File: config.mk
export PLATFORM = sky130hd
export DESIGN_NAME = servo_pwm_generator
export DESIGN_NICKNAME = d
export VERILOG_FILES = /design/src/rtl/servo_pwm_generator.sv
export SDC_FILE = /design/constraint.sdc
export NUM_CORES = 1
export LEC_CHECK = 0
export ABC_AREA = 1
export CAP_MARGIN = 20
export CORE_MARGIN = 2
export CORE_UTILIZATION = 58
export CTS_BUF_LIST = sky130_fd_sc_hd__clkbuf_8 sky130_fd_sc_hd__clkbuf_16
export CTS_CLUSTER_SIZE = 12
export DETAILED_ROUTE_END_ITERATION = 6
export PLACE_DENSITY = 0.84
export SYNTH_ARGS = -nofsm -noshare
export SYNTH_HDL_FRONTEND = slang
export SYNTH_SLANG_ARGS = --single-unit
File: constraint.sdc
create_clock -name clk25mhz -period 3.4 [get_ports clk25mhz]
set_input_delay 0.34 -clock clk25mhz [delete_from_list [all_inputs] [get_ports clk25mhz]]
set_output_delay 0.34 -clock clk25mhz [all_outputs]
set_load 0.02 [all_outputs]
File: src/rtl/servo_pwm_generator.sv
// Servo PWM generator: 1024-step period, duty latched and clamped at period boundaries.
// Optional per-period slew limiting is enabled by defining SERVO_SLEW_EN.
module servo_pwm_generator #(
  parameter int unsigned Prescale = 488,
  parameter int unsigned MinDuty  = 26,
  parameter int unsigned MaxDuty  = 128,
  parameter int unsigned Neutral  = 77
`ifdef SERVO_SLEW_EN
  ,
  parameter int unsigned SlewStep = 4
`endif
) (
  input  logic       clk25mhz,
  input  logic       reset,
  input  logic [9:0] duty_cycle_input,
  input  logic       enable,
  output logic       servoSignal,
  output logic       period_start,
  output logic [9:0] duty_active
);

  localparam int unsigned    PsW     = (Prescale > 1) ? $clog2(Prescale) : 1;
  localparam logic [PsW-1:0] PsLast  = PsW'(Prescale - 1);
  localparam logic [9:0]     MinD    = 10'(MinDuty);
  localparam logic [9:0]     MaxD    = 10'(MaxDuty);
  localparam logic [9:0]     NeutD   = 10'(Neutral);
  localparam logic [9:0]     PhLast  = 10'd1023;

  logic [PsW-1:0] prescaler_q, prescaler_d;
  logic [9:0]     phase_q, phase_d;
  logic [9:0]     duty_q, duty_d;
  logic           en_q, en_d;
  logic           servo_q, servo_d;
  logic           ps_q, ps_d;

  logic           tick;
  logic           boundary;
  logic [9:0]     next_duty;
  logic [9:0]     duty_new;

  assign tick     = (prescaler_q == PsLast);
  assign boundary = tick && (phase_q == PhLast);

  always_comb begin
    next_duty = duty_cycle_input;
    if (duty_cycle_input < MinD) begin
      next_duty = MinD;
    end else if (duty_cycle_input > MaxD) begin
      next_duty = MaxD;
    end
  end

`ifdef SERVO_SLEW_EN
  localparam logic signed [10:0] Step  = 11'(SlewStep);
  localparam logic [9:0]         StepU = 10'(SlewStep);

  logic signed [10:0] diff;

  // Move toward the clamped command by at most one step, landing exactly when close enough.
  always_comb begin
    diff     = $signed({1'b0, next_duty}) - $signed({1'b0, duty_q});
    duty_new = next_duty;
    if (diff > Step) begin
      duty_new = duty_q + StepU;
    end else if (diff < -Step) begin
      duty_new = duty_q - StepU;
    end
  end
`else
  assign duty_new = next_duty;
`endif

  always_comb begin
    prescaler_d = tick ? '0 : prescaler_q + 1'b1;
    phase_d     = tick ? phase_q + 10'd1 : phase_q;
    duty_d      = boundary ? duty_new : duty_q;
    en_d        = boundary ? enable : en_q;
    ps_d        = boundary;
    // Registered compare keeps the output glitch-free; a new duty only lands at phase 0.
    servo_d     = en_q && (phase_q < duty_q);
  end

  always_ff @(posedge clk25mhz or posedge reset) begin
    if (reset) begin
      prescaler_q <= '0;
      phase_q     <= '0;
      duty_q      <= NeutD;
      en_q        <= 1'b0;
      servo_q     <= 1'b0;
      ps_q        <= 1'b0;
    end else begin
      prescaler_q <= prescaler_d;
      phase_q     <= phase_d;
      duty_q      <= duty_d;
      en_q        <= en_d;
      servo_q     <= servo_d;
      ps_q        <= ps_d;
    end
  end

  assign servoSignal  = servo_q;
  assign period_start = ps_q;
  assign duty_active  = duty_q;

endmodule

==> results of run 1 <==
per-layer routing:
layer	up-vias	track usage, %	wire length, um
met5	-	0	0
met4	0	7.64	42
met3	5	7.47	142
met2	25	33.9	1570
met1	617	32.0	1600
li1	713	-	-
power by group through the flow:
stage          clock network, W  registers (W)   logic, W
2_1_floorplan                 0       0.000388  0.0000112
3_3_place_gp                  0       0.000388  0.0000304
3_5_place_dp                  0       0.000388  0.0000308
4_1_cts                0.000293       0.000381  0.0000308
5_1_grt                0.000311       0.000381  0.0000343
6_report               0.000288       0.000381  0.0000303
final timing paths:
kind,startpoint,to,slack (ns),depth (start not counted)
min in group asynchronous,reset,prescaler_q[3],0.51,2
setup / recovery,duty_active[3],duty_active[3],1.63,1
setup reg to reg,phase_q[0],duty_active[7],1.79,8
hold reg to reg,prescaler_q[0],prescaler_q[0],0.47,1
hold / removal,prescaler_q[0],prescaler_q[0],0.47,1
max in group asynchronous,reset,duty_active[6],2.16,3
flip-flops by register name, indices dropped and copies added (netlist names):
signal        flops
period_start      1
phase_q          10
en_q              1
duty_active      10
prescaler_q       9
servoSignal       1
per-stage QoR:
step	total power (W)	cells	utilization (%)	hold WS, ns	instance area [um2]
after floorplan	0.000399	206	-	0.432	1720
after CTS	0.000705	269	75.0	0.464	2090
final	0.000700	269	75.0	0.466	2090
after detailed placement	0.000419	261	71.7	0.453	2000
after global routing	0.000726	269	75.0	0.498	2090
after global placement	0.000418	261	71.7	0.447	2000
final cells by class:
class	instances	area, um2
Clock inverter	2	7.51
Timing Repair Buffer	25	248
Sequential cell	32	806
Multi-Input combinational cell	143	791
Inverter	30	113
Fill cell	222	696
Tap cell	31	38.8
Clock buffer	6	82.6
cells by family after synthesis:
group,after synthesis,share of synthesized area (%)
xor gates and xnor gates,9,4.58
buffers and inverters,31,7.20
DFF,32,46.8
adders and majority gates,11,8.00
and+or+nand+nor,104,27.2
AOI/OAI and AO/OA,19,6.18
Yosys cell counts:
library cell	count
dfrtp_1	28
nor3_1	5
o21bai_2	1
nand3b_1	1
o21a_1	1
nand2_1	56
o211ai_1	1
nor2_8	1
nand3_1	7
nor2_1	21
inv_1	26
dfstp_2	4
nand3b_2	1
a21oi_1	8
nor4_1	1
o21ai_0	3
inv_2	4
nand2_4	1
xor2_1	7
nor2_2	4
xnor2_1	2
buf_6	1
nand4_1	6
o21ai_1	5
ha_1	11
==> impl_metrics.tcl, run 1 <==
set metrics [dict create \
    slew_violations 0 \
    clock_path_buffers 2 \
    layout-drive-gt1-share_pct 9.66 \
    synth.avg_cell_area_um2 8.35 \
    fin_ws_ns 1.63 \
    cts_buffers 5 \
    crit_chain "clkdlybuf4s50_1" \
    period_share_pct 52.1 \
    status "finished, final reports clean" \
    ys_types 25 \
    drt_iter0_drc 59 \
    seqPwrFrac_pct 54.5 \
    root_buffer "clkbuf_8" \
    power.internal_w 0.000555 \
    fin_nets 261 \
    antenna_found_initial 0 \
    clk_pin_slew_ns 0.06 \
    critPathBufInv 1 \
    pre_cts_ws_ns 1.78 \
    htreeDepth 2 \
    num_vias 1360 \
    critPathRequiredTime_ns 3.06 \
    mostFrequentLayoutCell "nand2_1" \
    synth_seq_cells 32 \
    port_buffers 24 \
    yosysTopAreaCell "dfrtp_1" \
    crit_family "buffers and inverters" \
    grt_max_degree 22 \
    cp-end-kind "output port" \
    post_cts_buffers 0 \
    drc 0 \
    max_cap_viol_count 0 \
    crit_fanout 3 \
    maxSlewHeadroom_pct 48.1 \
    io_pins 25 \
    period_minus_slack_ns 1.77 \
    start_util_pct 61.9 \
    place_congestion 0.807 \
    setup_violations 0 \
    syn_inst 206 \
    die_y_um 58.5 \
    diodes 0 \
    pwr-share-comb_pct 4.3 \
    p_switching_w 0.000145 \
    crit_path_top_delay_cell "clkdlybuf4s50_1" \
    swShare_pct 20.7 \
    core.rowCount 19 \
    max-vdd-ir-drop_uv 398 \
    worst_skew_pair.late_latency_ns 0.28 \
    grt_pass1_vias 1313 \
    start_kind "flop" \
    area_growth_syn_to_layout_pct 21.2 \
    critPathMaxStageDelay_ns 0.60 \
    die-area_um2 3420 \
    worst_pin_slew_ns 0.778 \
    cts_hold_buf 0 \
    grt_pass1_wl_um 5770 \
    netlist.area_leader.share_pct 40.7 \
    postCtsResizedCells 0 \
    synth_warnings 0 \
    hold_class "reg -> reg" \
    fp.dieW_um 58.5 \
    hold_viol_final 0 \
    core_area_um2 2780 \
    clockPowerShare_pct 41.2 \
    clock_skew_ns 0.00526 \
    syn_area_um2 1720 \
    synthesis.nets 230 \
    grtUsageTotal_pct 22.9 \
    fmax_mhz 564 \
    synth_area_leaders "dfrtp_1 (41%), nand2_1 (12%), ha_1 (8.0%), dfstp_2 (6.1%), inv_1 (5.7%)" \
    gr-total-overflow 0 \
    wl_per_cell_um 12.5 \
    power.density_nw_per_um2 335 \
    layout_common_cells "nand2_1 (56), inv_1 (28), dfrtp_1 (28)" \
    leakagePower_nw 1.13 \
    cts_tree "built" \
    critPathKind "reg -> out" \
    first_pass_iters 4 \
    yosysSeqAreaShare_pct 46.8 \
    drt-total-wl_um 3360 \
    viasPerCell 5.06 \
    finalSetupTns_ns 0 \
    rsz0062_at_grt "false" \
    postRouteAntennaNets 0 \
    critPathArrivalTime_ns 1.43 \
    cts_sinks 32 \
    hpwl_um 2500 \
]
Note: power is estimated with default switching activity, not from simulation.
==> inputs of run 2 (changes only) <==
CORE_UTILIZATION = 53   (was 58)
PLACE_DENSITY = 0.78   (was 0.84)
clock period = 1.82 ns   (was 3.4 ns; I/O delays follow)
==> run 2 against run 1 <==
Routed wire length is 6.6% lower. Register-to-register slack worse by 1.5 ns. Power is 86% higher. Cell count is 4.8% higher. Sequential share of layout area is 0.30 points lower. Final area is 0.78% higher. Combinational power is 84% higher. Global-route usage is 3.0 points lower. Non-clock buffer count stayed put. Count of clock-buffer cells in the layout stayed put. Critical path depth stayed put. First-iteration DRC count is 12% higher.
==> impl_metrics.tcl, run 2 (same netlist as run 1, synthesis figures left out) <==
set metrics [dict create \
    status "finished, final reports clean" \
    fin_nets 261 \
    drc 0 \
    r2r_setup_slack_ns 0.29 \
    grtUsageTotal_pct 19.9 \
    multi_input_area_um2 791 \
    hold_class "in -> async" \
    setup_violations 0 \
    grt_use_met3_pct 5.76 \
    fp.dieW_um 61.0 \
    clock_skew_ns 0.00742 \
    layout_common_cells "nand2_1 (56), inv_1 (28), dfrtp_1 (28)" \
    htreeDepth 2 \
    power.density_nw_per_um2 621 \
    period_share_pct 88.6 \
    dpl-instance-area_um2 2010 \
    seqPwrFrac_pct 54.6 \
    critPathArrivalTime_ns 1.43 \
    postRouteAntennaNets 0 \
    cts_sinks 32 \
    max-vdd-ir-drop_uv 464 \
    regArea_um2 806 \
    period_minus_slack_ns 1.61 \
    mostFrequentLayoutCell "nand2_1" \
    postCtsResizedCells 0 \
    crit_fanout 3 \
    place_congestion 0.845 \
    die_y_um 61.0 \
    power_w 0.00130 \
    clockPowerShare_pct 41.1 \
    root_buffer "clkbuf_8" \
    clock_path_buffers 2 \
    critPathKind "reg -> out" \
    fmax_mhz 620 \
    core_area_um2 3080 \
    grt_pass1_wl_um 5360 \
    num_vias 1366 \
    io_pins 25 \
    crit_chain "clkdlybuf4s50_1" \
    leakagePower_nw 1.13 \
    die-area_um2 3720 \
    layout-drive-gt1-share_pct 9.66 \
    cts_hold_buf 0 \
    maxSlewHeadroom_pct 73.7 \
    area_growth_syn_to_layout_pct 22.2 \
    cts_tree "built" \
    nFillCells 267 \
    critPathRequiredTime_ns 1.64 \
    post_cts_buffers 0 \
    start_kind "flop" \
    critPathMaxStageDelay_ns 0.61 \
    grt_use_met2_pct 26.1 \
    port_buffers 24 \
    antenna_found_initial 0 \
    met1_usage_pct 30.7 \
    swShare_pct 20.5 \
    wl_per_cell_um 11.1 \
    max_cap_viol_count 0 \
    worst_pin_slew_ns 0.394 \
    slew_violations 0 \
    p_switching_w 0.000268 \
    critPathBufInv 1 \
    clk_pin_slew_ns 0.06 \
    viasPerCell 4.84 \
    hold_viol_final 0 \
    cp-end-kind "output port" \
    final_cell_area_um2 2100 \
    start_util_pct 55.9 \
    worst_skew_pair.late_latency_ns 0.28 \
    first_pass_iters 5 \
    core.rowCount 20 \
    diodes 0 \
    cts_buffers 5 \
    grt_pass1_vias 1193 \
    finalSetupTns_ns 0 \
    drt_iter0_drc 66 \
    gr-total-overflow 0 \
    grt_max_degree 33 \
    power.internal_w 0.00104 \
    hpwl_um 2360 \
    pwr-share-comb_pct 4.3 \
    rsz0062_at_grt "false" \
    top_usage_layer "met1" \
    drt-total-wl_um 3140 \
    crit_path_top_delay_cell "clkdlybuf4s50_1" \
    crit_family "buffers and inverters" \
]
run 2: cell counts in the layout (fill, tap and decap cells not counted):
No cell type changed its count.
run 2: worst paths after layout:
check,start,to,depth (start not counted)
max,duty_active[2],duty_active[2],1
min,reset,prescaler_q[7],3
max reg2reg,prescaler_q[0],duty_active[7],8
min reg2reg,prescaler_q[0],prescaler_q[0],1
max in group asynchronous,reset,duty_active[2],3
min in group clk25mhz,prescaler_q[0],prescaler_q[0],1
run 2: layout make-up:
cell class                      count  share of cell area [%]
Sequential cell                    32                    38.3
Multi-Input combinational cell    143                    37.6
Timing Repair Buffer               25                    11.8
Inverter                           30                    5.36
Clock buffer                        6                    3.93
Tap cell                           44                    2.62
Clock inverter                      2                   0.357
run 2: power by group through the flow:
stage | clock, W | sequential (W) | combinational, W
after floorplan | 0 | 0.000725 | 0.0000209
after global placement | 0 | 0.000725 | 0.0000565
final | 0.000537 | 0.000712 | 0.0000558
after detailed placement | 0 | 0.000725 | 0.0000569
after global routing | 0.000578 | 0.000711 | 0.0000644
after CTS | 0.000554 | 0.000712 | 0.0000571
run 2: metal layers:
| layer | up-vias | wire (um) |
|---|---|---|
| li1 | 719 | - |
| met1 | 622 | 1680 |
| met2 | 18 | 1320 |
| met3 | 7 | 90 |
| met4 | 0 | 50 |
| met5 | - | 0 |
run 2: metrics by stage:
stage | std cells | hold WS, ns | util [%] | setup WS (ns)
after global routing | 282 | 0.343 | 68.3 | 0.167
after global placement | 274 | 0.442 | 65.4 | 0.333
after floorplan | 206 | 0.295 | - | 0.404
after detailed placement | 274 | 0.459 | 65.4 | 0.304
final | 282 | 0.269 | 68.3 | 0.207
after CTS | 282 | 0.283 | 68.3 | 0.194
run 2: worst reg2reg max path, stage by stage, from the launching register on:
cell	delay, ns
dfrtp_1	0.37
ha_1	0.20
nand2_1	0.09
nor2_2	0.15
nand2_4	0.14
nor2_8	0.25
inv_2	0.10
nand2_1	0.07
o21ai_1	0.05
